[config.mk]
export PLATFORM = sky130hd
export DESIGN_NAME = serial_sum_collector
export DESIGN_NICKNAME = d
export VERILOG_FILES = /design/src/rtl/serial_sum_collector.sv
export SDC_FILE = /design/constraint.sdc
export NUM_CORES = 1
export LEC_CHECK = 0
export ABC_AREA = 0
export CORE_UTILIZATION = 53
export CTS_CLUSTER_DIAMETER = 80
export CTS_CLUSTER_SIZE = 8
export DETAILED_ROUTE_END_ITERATION = 8
export PLACE_DENSITY = 0.74
export SYNTH_ARGS = -nofsm -noshare
export SYNTH_HDL_FRONTEND = slang
export SYNTH_SLANG_ARGS = --single-unit
[constraint.sdc]
create_clock -name clk -period 2.4 [get_ports clk]
set_input_delay 0.48 -clock clk [delete_from_list [all_inputs] [get_ports clk]]
set_output_delay 0.48 -clock clk [all_outputs]
set_load 0.05 [all_outputs]
[src/rtl/serial_sum_collector.sv]
// Collects LSB-first serial sum bits plus the final carry into {cout, sum} words
// and hands them to a consumer through a small first-word fall-through FIFO.
module serial_sum_collector #(
  parameter int unsigned WIDTH      = 4,
  parameter int unsigned FIFO_DEPTH = 2
) (
  input  logic             clk,
  input  logic             reset,
  input  logic             bit_valid,
  input  logic             sof,
  input  logic             sum_bit,
  input  logic             carry_bit,
  output logic             res_valid,
  input  logic             res_ready,
  output logic [WIDTH-1:0] res_sum,
  output logic             res_cout,
  output logic             busy,
  output logic             framing_err,
  output logic             overflow_err
);

  localparam int unsigned CW = $clog2(WIDTH);
  localparam int unsigned AW = $clog2(FIFO_DEPTH);
  localparam int unsigned PW = AW + 1;

  if (WIDTH < 2) begin : g_bad_width
    $error("serial_sum_collector: WIDTH must be >= 2");
  end
  if (FIFO_DEPTH < 2 || (FIFO_DEPTH & (FIFO_DEPTH - 1)) != 0) begin : g_bad_depth
    $error("serial_sum_collector: FIFO_DEPTH must be a power of 2 and >= 2");
  end

  typedef struct packed {
    logic             cout;
    logic [WIDTH-1:0] sum;
  } word_t;

  typedef enum logic {
    IDLE    = 1'b0,
    COLLECT = 1'b1
  } state_t;

  state_t           state_q, state_d;
  logic [CW-1:0]    cnt_q, cnt_d;
  logic [WIDTH-1:0] shreg_q, shreg_d;
  logic [WIDTH-1:0] shifted;
  logic             push;
  word_t            push_word;
  logic             ferr_d;

  word_t            mem_q [FIFO_DEPTH];
  logic [PW-1:0]    wr_ptr_q, wr_ptr_d;
  logic [PW-1:0]    rd_ptr_q, rd_ptr_d;
  logic             full, pop, push_ok, drop, valid_d;
  word_t            head_q, head_d;
  logic             busy_q, ferr_q, ovf_q;

  // Frame assembly: next state, shift register, bit count and push request
  always_comb begin
    state_d   = state_q;
    cnt_d     = cnt_q;
    shreg_d   = shreg_q;
    push      = 1'b0;
    push_word = '0;
    ferr_d    = 1'b0;
    shifted   = {sum_bit, shreg_q[WIDTH-1:1]};
    unique case (state_q)
      IDLE: begin
        if (bit_valid) begin
          if (sof) begin
            shreg_d = shifted;
            cnt_d   = CW'(1);
            state_d = COLLECT;
          end else begin
            ferr_d = 1'b1;
          end
        end
      end
      COLLECT: begin
        if (bit_valid) begin
          shreg_d = shifted;
          if (sof) begin
            // restart: stale high bits shift out before the frame completes
            ferr_d = 1'b1;
            cnt_d  = CW'(1);
          end else if (cnt_q == CW'(WIDTH - 1)) begin
            push           = 1'b1;
            push_word.cout = carry_bit;
            push_word.sum  = shifted;
            cnt_d          = '0;
            state_d        = IDLE;
          end else begin
            cnt_d = cnt_q + CW'(1);
          end
        end
      end
      default: state_d = IDLE;
    endcase
  end

  assign pop     = res_valid & res_ready;
  assign full    = (wr_ptr_q[AW] != rd_ptr_q[AW]) && (wr_ptr_q[AW-1:0] == rd_ptr_q[AW-1:0]);
  assign push_ok = push & (~full | pop);
  assign drop    = push & full & ~pop;

  // Next pointers and the next head word, registered straight onto res_*
  always_comb begin
    wr_ptr_d = push_ok ? wr_ptr_q + PW'(1) : wr_ptr_q;
    rd_ptr_d = pop ? rd_ptr_q + PW'(1) : rd_ptr_q;
    valid_d  = (wr_ptr_d != rd_ptr_d);
    head_d   = '0;
    if (valid_d) begin
      if (push_ok && (wr_ptr_q[AW-1:0] == rd_ptr_d[AW-1:0])) begin
        head_d = push_word;
      end else begin
        head_d = mem_q[rd_ptr_d[AW-1:0]];
      end
    end
  end

  always_ff @(posedge clk or negedge reset) begin
    if (!reset) begin
      state_q  <= IDLE;
      cnt_q    <= '0;
      shreg_q  <= '0;
      wr_ptr_q <= '0;
      rd_ptr_q <= '0;
      head_q   <= '0;
      busy_q   <= 1'b0;
      ferr_q   <= 1'b0;
      ovf_q    <= 1'b0;
    end else begin
      state_q  <= state_d;
      cnt_q    <= cnt_d;
      shreg_q  <= shreg_d;
      wr_ptr_q <= wr_ptr_d;
      rd_ptr_q <= rd_ptr_d;
      head_q   <= head_d;
      busy_q   <= (state_d == COLLECT);
      ferr_q   <= ferr_d;
      ovf_q    <= ovf_q | drop;
    end
  end

  // Storage needs no reset: entries are only read after being written
  always_ff @(posedge clk) begin
    if (push_ok) begin
      mem_q[wr_ptr_q[AW-1:0]] <= push_word;
    end
  end

  assign res_valid    = (wr_ptr_q != rd_ptr_q);
  assign res_sum      = head_q.sum;
  assign res_cout     = head_q.cout;
  assign busy         = busy_q;
  assign framing_err  = ferr_q;
  assign overflow_err = ovf_q;

endmodule
==> metrics.txt <==
hpwl dp=between 1500 and 2000 µm; Die Area=about 0.0026 mm²; vias per cell=5.40; Detail Route Antenna Nets=0; die width=around 50 µm; Post-Syn Nets=about 110; total core area=0.00225 mm²; Post-Syn Area=around 0.0013 mm²; Worst-path clk slew=about 0.15 ns; syn avg cell area=around 12 µm²; final std cells w/o fill=156; part of the power in the clock network=approximately a tenth; Yosys cell types=34; RSZ-0062 raised after global routing=no; Pint=~1200 µW; RePlAce Congestion=roughly 0.77; clk sinks=27; Overflow after GRT=0; max_cap viols=0; routed len/inst=between 10 and 15 µm; initial antenna violation count=0; CP arrival=2.52 ns; Synthesis Warnings=0; WP data required=about 2.7 ns; number of fill cells=roughly 180; diode count=0; # setup viols final=0; dominant cells by area after synthesis=dfrtp_1 33%, edfxtp_1 23%, mux2i_1 5.4%, mux2_2 3.5%, a211oi_1 2.9%; fin crit period=roughly 2.3 ns; commonest cells after routing, fill and taps aside=16 x dfrtp_1, 14 x clkdlybuf4s50_1, 10 x edfxtp_1, 10 x buf_4, 9 x nor2_1; Die Y=~50 µm; via count=approximately 840; post_cts resized=0; largest net degree at the start of global routing=18; cell leakage power=between 0.0006 and 0.0007 µW; initial drt markers=18; Tot GR Track Use=roughly a fifth; clk_skew=0.00398 ns; port buffer count=15; Cell Pwr Density=between 1000 and 1500 mW/mm²; share of the synthesized area in the top cell type=approximately 33%; switching power=between 900 and 1000 µW; Sw Share=between 40 and 50%; fin nets=139; Design Area, Final=0.00157 mm²; setup TNS=0 ns; first-pass GRT wire length=3840 µm; Max Freq=between 400 and 500 MHz; Final period util=94.6%; CTS max path bufs=2; slew margin rel.=48.2%; Starting Density=between 50% and 60%; IO Count=16; vias in the first global route=about 830; number of synthesized flops with an enable pin=10; Cells after Synth=around 100; H-tree levels=1; num rows=17; sequential power share=34.5%; cts hold-fix bufs=0; leading area contributor after synthesis=dfrtp_1; Async SR Flop Fraction=a little over three fifths; most common cell after layout, fill and taps aside=dfrtp_1; Layout Area Growth over Synthesis=21.2%; router iterations before antenna repair=4; Area after DPL=about 0.0015 mm²; Post-route DRC=0; placed cells=152; Gate power share=~56%; TritonCTS clock tree=done; share of cells above drive strength 1=approximately a fifth; CTS Buf Count=3; routed wire length=around 2300 µm; Least-Margin Pin Slew=between 0.7 and 0.8 ns; final hold violation count=0; startpoint type of the worst setup path=register; Hold Path Class=register to register; post-synthesis sequential area ratio=between 50% and 60%; Critical Path End Type=register; pins over their slew limit=0; Final Total Pwr=approximately 2100 µW; CTS Root Cell=clkbuf_4; setup repair bufs after CTS=0; Synth Flop Type=dfrtp_1; crit path kind=register to register; register bit total from synthesis=27; status=complete, no violations; Clock Latency Late Sink=0.33 ns; crit-path max FO=5; Max VDD drop=around 0.0011 V
-- cells in the mapped netlist (2+ instances only) --
library cell	count
dfrtp_1	17
edfxtp_1	10
nor2_1	9
mux2i_1	7
and2_1	6
a211oi_1	5
nand2_1	5
buf_2	4
inv_1	4
mux2_2	4
ha_1	3
nand3_1	3
o21ai_0	3
xnor2_1	3
o21a_1	2
-- per-stage QoR --
stage,worst slack [ns],utilization (%),hold slack [ns]
6_report,0.130,69.5,0.475
5_1_grt,0.00621,69.5,0.523
3_5_place_dp,-0.188,67.6,0.447
2_1_floorplan,0.0382,-,0.184
4_1_cts,0.0668,68.9,0.480
3_3_place_gp,-0.118,67.6,0.438
-- critical path, cell delays in order, from the launching register on --
cell      delay (ns)
dfrtp_1         0.44
ha_1            0.23
and4b_1         0.21
nor2b_1         0.14
ha_1            0.35
xnor2_1         0.18
nor4b_1         0.06
o21ai_0         0.16
nand3_1         0.18
a211oi_1        0.23
-- path summary, 6_finish.rpt --
path / start / to / slack (ns) / cells after the start
worst max register to register: cnt_q[0]$_DFFE_PN0P_ / res_sum[1]$_DFF_PN0_ / 0.13 / 9
worst max-delay path: cnt_q[0]$_DFFE_PN0P_ / res_sum[1]$_DFF_PN0_ / 0.13 / 9
worst min register to register: overflow_err$_DFF_PN0_ / overflow_err$_DFF_PN0_ / 0.47 / 1
min in group asynchronous: reset / res_sum[0]$_DFF_PN0_ / 0.58 / 1
worst min-delay path: overflow_err$_DFF_PN0_ / overflow_err$_DFF_PN0_ / 0.47 / 1
max in group asynchronous: reset / busy$_DFF_PN0_ / 1.29 / 1
-- cell families after synthesis --
group	count (synthesis)	share of synthesized area, %
buffers and inverters	8	2.71
xor gates and xnor gates	5	4.84
AOI/OAI and AO/OA	18	10.3
DFF	27	56.1
muxes	11	8.91
adders and majority gates	3	2.90
and+or+nand+nor	32	14.2
-- metal layers --
layer | vias to the layer above | routed length [µm] | track usage, %
met5 | - | 0 | 0
met4 | 0 | 21 | 6.76
met3 | 4 | 73 | 3.57
met2 | 21 | 1130 | 33.8
met1 | 400 | 1040 | 27.1
li1 | 417 | - | -
-- flip-flops by register name (all words and copies together) (netlist names) --
signal and flops:
framing_err 1, mem_q 10, wr_ptr_q 2, shreg_q 3, busy 1, res_cout 1
overflow_err 1, cnt_q 2, rd_ptr_q 2, res_sum 4
-- area by class of cell --
| cell class | instances | area, µm² | area share [%] |
|---|---|---|---|
| Inverter | 4 | 15.0 | 0.958 |
| Clock buffer | 3 | 22.5 | 1.44 |
| Tap cell | 28 | 35.0 | 2.24 |
| Clock inverter | 1 | 7.51 | 0.479 |
| Sequential cell | 27 | 727 | 46.4 |
| Multi-Input combinational cell | 69 | 544 | 34.7 |
| Timing Repair Buffer | 24 | 215 | 13.7 |
-- power groups by stage --
stage | logic [µW] | registers (µW) | clock network, µW
floorplan | 672 | 918 | 0
global placement | 1160 | 737 | 0
detailed placement | 1190 | 744 | 0
CTS | 1200 | 734 | 207
global route | 1280 | 760 | 221
finish | 1200 | 739 | 205
(Power assumes the default switching activity.)
